--- config.mk ---
export PLATFORM = sky130hd
export DESIGN_NAME = fifo_drain_serializer
export DESIGN_NICKNAME = d
export VERILOG_FILES = /design/src/rtl/fifo_drain_serializer.sv
export SDC_FILE = /design/constraint.sdc
export NUM_CORES = 1
export LEC_CHECK = 0
export ABC_AREA = 1
export ABC_CLOCK_PERIOD_IN_PS = 1700
export CAP_MARGIN = 15
export CORE_UTILIZATION = 49
export DETAILED_ROUTE_END_ITERATION = 10
export PLACE_DENSITY = 0.89
export SKIP_CTS_REPAIR_TIMING = 1
export SLEW_MARGIN = 10
export SYNTH_ARGS = -nofsm -noshare
export SYNTH_HDL_FRONTEND = slang
export SYNTH_SLANG_ARGS = --single-unit
export TNS_END_PERCENT = 5
--- constraint.sdc ---
create_clock -name clk -period 1.7 [get_ports clk]
set_clock_uncertainty 0.15 [all_clocks]
set_input_delay 0.34 -clock clk [delete_from_list [all_inputs] [get_ports clk]]
set_output_delay 0.34 -clock clk [all_outputs]
set_load 0.01 [all_outputs]
--- src/rtl/fifo_drain_serializer.sv ---
// fifo_drain_serializer: read-side master for the flop-chain FIFO.
// Pops one word at a time and streams it out as out_bits chunks, LSB first.
//
// Ports:
//   clk, rst       clock and synchronous active-high reset
//   enable         permits new pops; a word already in flight always completes
//   fifo_pndng     FIFO holds at least one word
//   fifo_dout      FIFO read data, valid the cycle after fifo_pop
//   fifo_pop       combinational single-cycle pop strobe
//   m_data/m_valid/m_ready/m_last  downstream chunk stream
//   words_read     count of fully transmitted words (wraps)
//   busy           high whenever a word is being fetched or sent
module fifo_drain_serializer #(
    parameter int bits      = 32,
    parameter int out_bits  = 8,
    parameter int cnt_width = 16
) (
    input  logic                 clk,
    input  logic                 rst,
    input  logic                 enable,
    input  logic                 fifo_pndng,
    input  logic [bits-1:0]      fifo_dout,
    output logic                 fifo_pop,
    output logic [out_bits-1:0]  m_data,
    output logic                 m_valid,
    input  logic                 m_ready,
    output logic                 m_last,
    output logic [cnt_width-1:0] words_read,
    output logic                 busy
);

    localparam int N  = bits / out_bits;
    localparam int IW = (N > 1) ? $clog2(N) : 1;
    localparam logic [IW-1:0] LAST_IDX = IW'(N - 1);

    localparam logic [1:0] IDLE  = 2'd0;
    localparam logic [1:0] FETCH = 2'd1;
    localparam logic [1:0] SEND  = 2'd2;

    logic [1:0]           state_q, state_d;
    logic [bits-1:0]      shreg_q, shreg_d;
    logic [IW-1:0]        idx_q, idx_d;
    logic [cnt_width-1:0] words_q, words_d;

    logic last_chunk;
    logic hs;
    logic can_pop;

    assign last_chunk = (idx_q == LAST_IDX);
    assign m_valid    = (state_q == SEND);
    assign hs         = m_valid & m_ready;
    // A pop raised while rst is high would be lost, so never raise it.
    assign can_pop    = enable & fifo_pndng & ~rst;

    always_comb begin
        state_d  = state_q;
        shreg_d  = shreg_q;
        idx_d    = idx_q;
        words_d  = words_q;
        fifo_pop = 1'b0;
        unique case (state_q)
            IDLE: begin
                if (can_pop) begin
                    fifo_pop = 1'b1;
                    state_d  = FETCH;
                end
            end
            FETCH: begin
                shreg_d = fifo_dout;
                idx_d   = '0;
                state_d = SEND;
            end
            SEND: begin
                if (hs) begin
                    if (last_chunk) begin
                        words_d = words_q + cnt_width'(1);
                        // Chain the next pop onto the final handshake
                        // so words flow with a single FETCH bubble.
                        if (can_pop) begin
                            fifo_pop = 1'b1;
                            state_d  = FETCH;
                        end else begin
                            state_d = IDLE;
                        end
                    end else begin
                        shreg_d = shreg_q >> out_bits;
                        idx_d   = idx_q + IW'(1);
                    end
                end
            end
            default: state_d = IDLE;
        endcase
    end

    always_ff @(posedge clk) begin
        if (rst) begin
            state_q <= IDLE;
            shreg_q <= '0;
            idx_q   <= '0;
            words_q <= '0;
        end else begin
            state_q <= state_d;
            shreg_q <= shreg_d;
            idx_q   <= idx_d;
            words_q <= words_d;
        end
    end

    // Outside SEND the stale shift register is hidden.
    assign m_data     = m_valid ? shreg_q[out_bits-1:0] : '0;
    assign m_last     = m_valid & last_chunk;
    assign words_read = words_q;
    assign busy       = (state_q != IDLE);

endmodule

Yosys cells after proc, flatten, opt, wreduce, memory -nomap -nowiden
Cells that the tools add are included. Widths: inputs -> output; s select.

Bits of input ports: 37. Register bits: 52.

Bitwise gates (word level): 5. $add $sub $neg: 2. Reduce and logical (&&, ||, !) cells: 6. Muxes and demuxes: 16. Eq/ne operators: 7.

Operator list (count): $mux 32 (2); $pmux 32 s2 (1); $add 16x1->16 const B (1); $mux 2 (5); $reduce_and 3->1 (3); $mux 8 (1); $pmux 2 s3 (1); $and 1x1->1 (4); $eq 2x2->1 const B (2); $mux 1 (4); $ne 2x1->1 const B (2); $ne 2x2->1 const B (2); $pmux 2 s2 (1); $reduce_bool 2->1 (2); $add 2x1->2 const B (1); $eq 2x1->1 const B (1); $logic_not 2->1 (1); $pmux 1 s2 (1); $not 1->1 (1).

Longest topological paths before layout
Depth after elaboration: 6. Depth in mapped cells: 9.

Worst setup path after synthesis
OpenSTA, ideal clock, no wires.

Path kind: register to output. Start: register idx_q[0]. End: output fifo_pop. Required time: 1.210 ns. Path slack: 0.202 ns. Cell stages (with the launch flop): 4. Data arrival time: 1.008 ns. Cells stage by stage: dfxtp_1 -> ha_1 -> nand4_1 -> a21oi_1.

Word-level cells in the longest chain between the ends: 4.

RTL lines: start: declaration (RTL line 42) `logic [IW-1:0] idx_q, idx_d;`; start signal: assignment (RTL line 104) `idx_q <= idx_d;`; $eq 2x2->1 (RTL line 49) `assign last_chunk = (idx_q == LAST_IDX);`; $mux 1 (RTL line 75) `if (last_chunk) begin`; $mux 1 (RTL line 74) `if (hs) begin`; $pmux 1 s2 (RTL line 61) `unique case (state_q)`; end: declaration (RTL line 23) `output logic fifo_pop,`.

No other way between the ends.

Final worst setup path
Start: input rst. End: output fifo_pop.

Word-level cells in the longest chain between the ends: 6.

RTL lines: start: declaration (RTL line 19) `input logic rst,`; $not 1->1 (*) (RTL line 53) `assign can_pop = enable & fifo_pndng & ~rst;`; $and 1x1->1 (*) (RTL line 53); $mux 1 (*) (RTL line 63, 79); $mux 1 (RTL line 75); $mux 1 (RTL line 74); $pmux 1 s2 (*) (RTL line 61).

Every way passes the cells marked *; elsewhere a longest branch is shown, timed or not.

==> run summary <==
The data arrival time of the worst path is 1.28 ns. Leaving out fill and tap cells, the most frequent cell in the layout is sky130_fd_sc_hd__nand2_1. The count of TritonRoute iterations in the first routing pass came out at 5. The average cell area after synthesis is 6.93 um^2. The number of buffer cells added on primary ports came out at 64.

The total count of hold-check failures in the final report is 0. Clock-pin slew was measured on the worst setup and hold paths at 0.09 ns. TritonCTS built the clock tree. Synthesis produced a netlist whose cell count is 364.

The nature of the critical path endpoint is an output port. The register bit count reported by yosys is 52. The region available for standard cell placement spans 4850 um^2. The die covers 5440 um^2.

The detailed router put a total of 2.74 mm of wire on met1. The maximum number of pins on one net before global-route repair is 36. The number of design rule violations left after detail routing came out at 0. The starting density of the core is 52.1%.

For the worst-skew pair, the clock arrives at the later sink with an insertion delay of 0.30 ns. The wire length of the first global-routing pass came out at 10.0 mm. The level count of the clock H-tree is 2. The final reports fail on negative setup slack. Power spread over the standard cell area amounts to 718 nW/um^2. Summing every instance area after synthesis gives 2520 um^2. The critical path is of the in2out type.

The type of the most critical hold path is reg2reg. STA classifies the critical path startpoint as a primary input. The post-layout net count is 480. The global-route congestion overflow total came out at 0. The pin slew with the least headroom to its limit is 0.338 ns. The distinct cell type count of the synthesized netlist is 25. The initial antenna violation count is 0. Wires add up to 6.67 mm.

Across the VDD grid, the largest voltage drop is 0.490 mV. The proportion of layout cells with a drive suffix above 1 is 19.2%. The height of the die came out at 73.8 um. For this block, the initial DRC count from the detailed router was 184. The final-report max-slew violation count was 0. Routed signal wires occupy layers up through met4. The met2 wire length came out at 3.47 mm. The buffer levels on the longest clock path came out at 2. The routed design could run at a clock period as short as 1.77 ns. Sequential cells were found to cover 41.2% of the synthesized design area. The library cells used most frequently in the layout, excluding fill and tap cells, are sky130_fd_sc_hd__nand2_1 (84), sky130_fd_sc_hd__inv_1 (41), sky130_fd_sc_hd__dfxtp_1 (38). The post-synthesis to final-layout area growth is 41.4%. The leakage power summed over all cells is 1.81 nW. The detail route stage leaves a number of antenna-violating nets equal to 0. The filler cell count is 384. The number of warnings reported in the yosys synthesis log is 0. The worst max-slew margin expressed relative to the limit is 77.4%. Setup repair after global routing could not meet its margin everywhere. Row generation in the floorplan step produced 25 rows. The per-cell via count in the routed design is 5.15. Global routing used 23.7% of the available tracks. The fraction of the cycle the final worst path needs is 104%. In this run the worst path has a maximum fanout of 2. Clock tree synthesis inserted a total of 5 buffers. The sum of net half-perimeters after detailed placement is 4.32 mm. The routed layout has 2623 vias. The data required time of the worst path came out at 1.21 ns. 0 antenna diodes ended up in the layout. The number of global-route vias before repair came out at 2318. Setup violations remaining at the end of the flow were counted as 1. The average wire per cell in the routed design came out at 13.1 um. The max capacitance violation total is 0.

The run finished, with violations left. The floorplan step set the die width to 73.8 um. After layout, the worst setup slack is -0.0679 ns. In this run the count of I/O pins placed on the die edge is 65. The post-placement cell area came out at 3320 um^2. CTS placed an instance of sky130_fd_sc_hd__clkbuf_8 at the clock tree root. The congestion estimate from routability-driven global placement came to 0.840.

The post-synthesis net count is 403. Overall power consumption after layout is estimated at 2.56 mW. The post-route cell area is 3570 um^2.

In the detailed route, the total length drawn on met3 is 322 um. Timing would allow up to 0.566 GHz. The clock sink count came out at 52.
sequential cells by signal (all words and copies together) (netlist names):
register,count
state_q,2
words_read,16
idx_q,2
shreg_q,32
metrics by stage:
step | instances | util (%) | worst slack [ns] | hold slack [ns] | TNS [ns]
floorplan | 364 | - | 0.202 | 0.275 | 0
global placement | 500 | 68.5 | -0.473 | 0.283 | -7.36
CTS | 508 | 71.1 | -0.488 | 0.306 | -6.91
finish | 509 | 73.6 | -0.0679 | 0.304 | -0.0679
detailed placement | 500 | 68.5 | -0.472 | 0.293 | -8.30
global route | 509 | 73.6 | -0.153 | 0.321 | -0.836
routing by layer:
metal / track usage [%] / vias up
met5: 0 / -
met4: 9.62 / 0
met3: 3.84 / 20
met2: 41.0 / 103
met1: 29.2 / 1188
li1: - / 1312
Yosys cell counts:
library cell               count  area (um^2)
sky130_fd_sc_hd__a211oi_1      1         7.51
sky130_fd_sc_hd__a21o_1        1         7.51
sky130_fd_sc_hd__a21oi_1      37          185
sky130_fd_sc_hd__a21oi_2       6         52.6
sky130_fd_sc_hd__buf_12        1         20.0
sky130_fd_sc_hd__buf_2         6         30.0
sky130_fd_sc_hd__buf_6         4         45.0
sky130_fd_sc_hd__clkbuf_1      6         22.5
sky130_fd_sc_hd__dfxtp_1      52         1040
sky130_fd_sc_hd__ha_1          2         25.0
sky130_fd_sc_hd__inv_1        42          158
sky130_fd_sc_hd__inv_2         4         15.0
sky130_fd_sc_hd__nand2_1      85          319
sky130_fd_sc_hd__nand2_2       7         43.8
sky130_fd_sc_hd__nand2_4       1         11.3
sky130_fd_sc_hd__nand3_1       8         40.0
sky130_fd_sc_hd__nand3b_1      1         7.51
sky130_fd_sc_hd__nand4_1       8         50.1
sky130_fd_sc_hd__nor2_1       38          143
sky130_fd_sc_hd__nor2_4        3         33.8
sky130_fd_sc_hd__nor3b_1       1         7.51
sky130_fd_sc_hd__o21ai_0      46          230
sky130_fd_sc_hd__o21ai_1       1         5.00
sky130_fd_sc_hd__o21bai_1      2         15.0
sky130_fd_sc_hd__xor2_1        1         8.76
power by group:
part           total (mW)  internal (mW)  switching [mW]
registers            1.29           1.27          0.0181
clock network       0.919          0.520           0.399
logic               0.359          0.177           0.182
total                2.56           1.96           0.599
cells by family after synthesis:
group                    share of synthesized area [%]
flip-flops                                        41.2
XOR/XNOR                                         0.347
buffers and inverters                             11.5
adder cells (fa/ha/maj)                          0.991
AO/OA/AOI/OAI                                     19.9
AND/OR/NAND/NOR                                   26.0
critical path, stage by stage:
cell and delay (ns):
sky130_fd_sc_hd__clkdlybuf4s50_1 0.43, sky130_fd_sc_hd__inv_1 0.10, sky130_fd_sc_hd__nand4_1 0.13, sky130_fd_sc_hd__a21oi_2 0.12, sky130_fd_sc_hd__clkbuf_2 0.14
area by class of cell:
cell class                      instances  area [um^2]  share of cell area (%)
Multi-Input combinational cell        249         1250                    35.0
Timing Repair Buffer                   87          876                    24.5
Inverter                               46          173                    4.84
Sequential cell                        52         1060                    29.7
Clock buffer                            7         96.3                    2.70
Clock inverter                          1         30.0                   0.842
Tap cell                               67         83.8                    2.35
final timing paths:
| kind | startpoint | end | cells after the start | slack, ns |
|---|---|---|---|---|
| worst min-delay path | shreg_q[9]$_SDFFE_PP0P_ | shreg_q[9]$_SDFFE_PP0P_ | 2 | 0.30 |
| worst min register to register | shreg_q[9]$_SDFFE_PP0P_ | shreg_q[9]$_SDFFE_PP0P_ | 2 | 0.30 |
| worst max-delay path | rst | fifo_pop | 5 | -0.07 |
| worst max register to register | state_q[0]$_SDFFE_PP0P_ | shreg_q[12]$_SDFFE_PP0P_ | 8 | 0.01 |
Power figures use the tool's default switching activity.
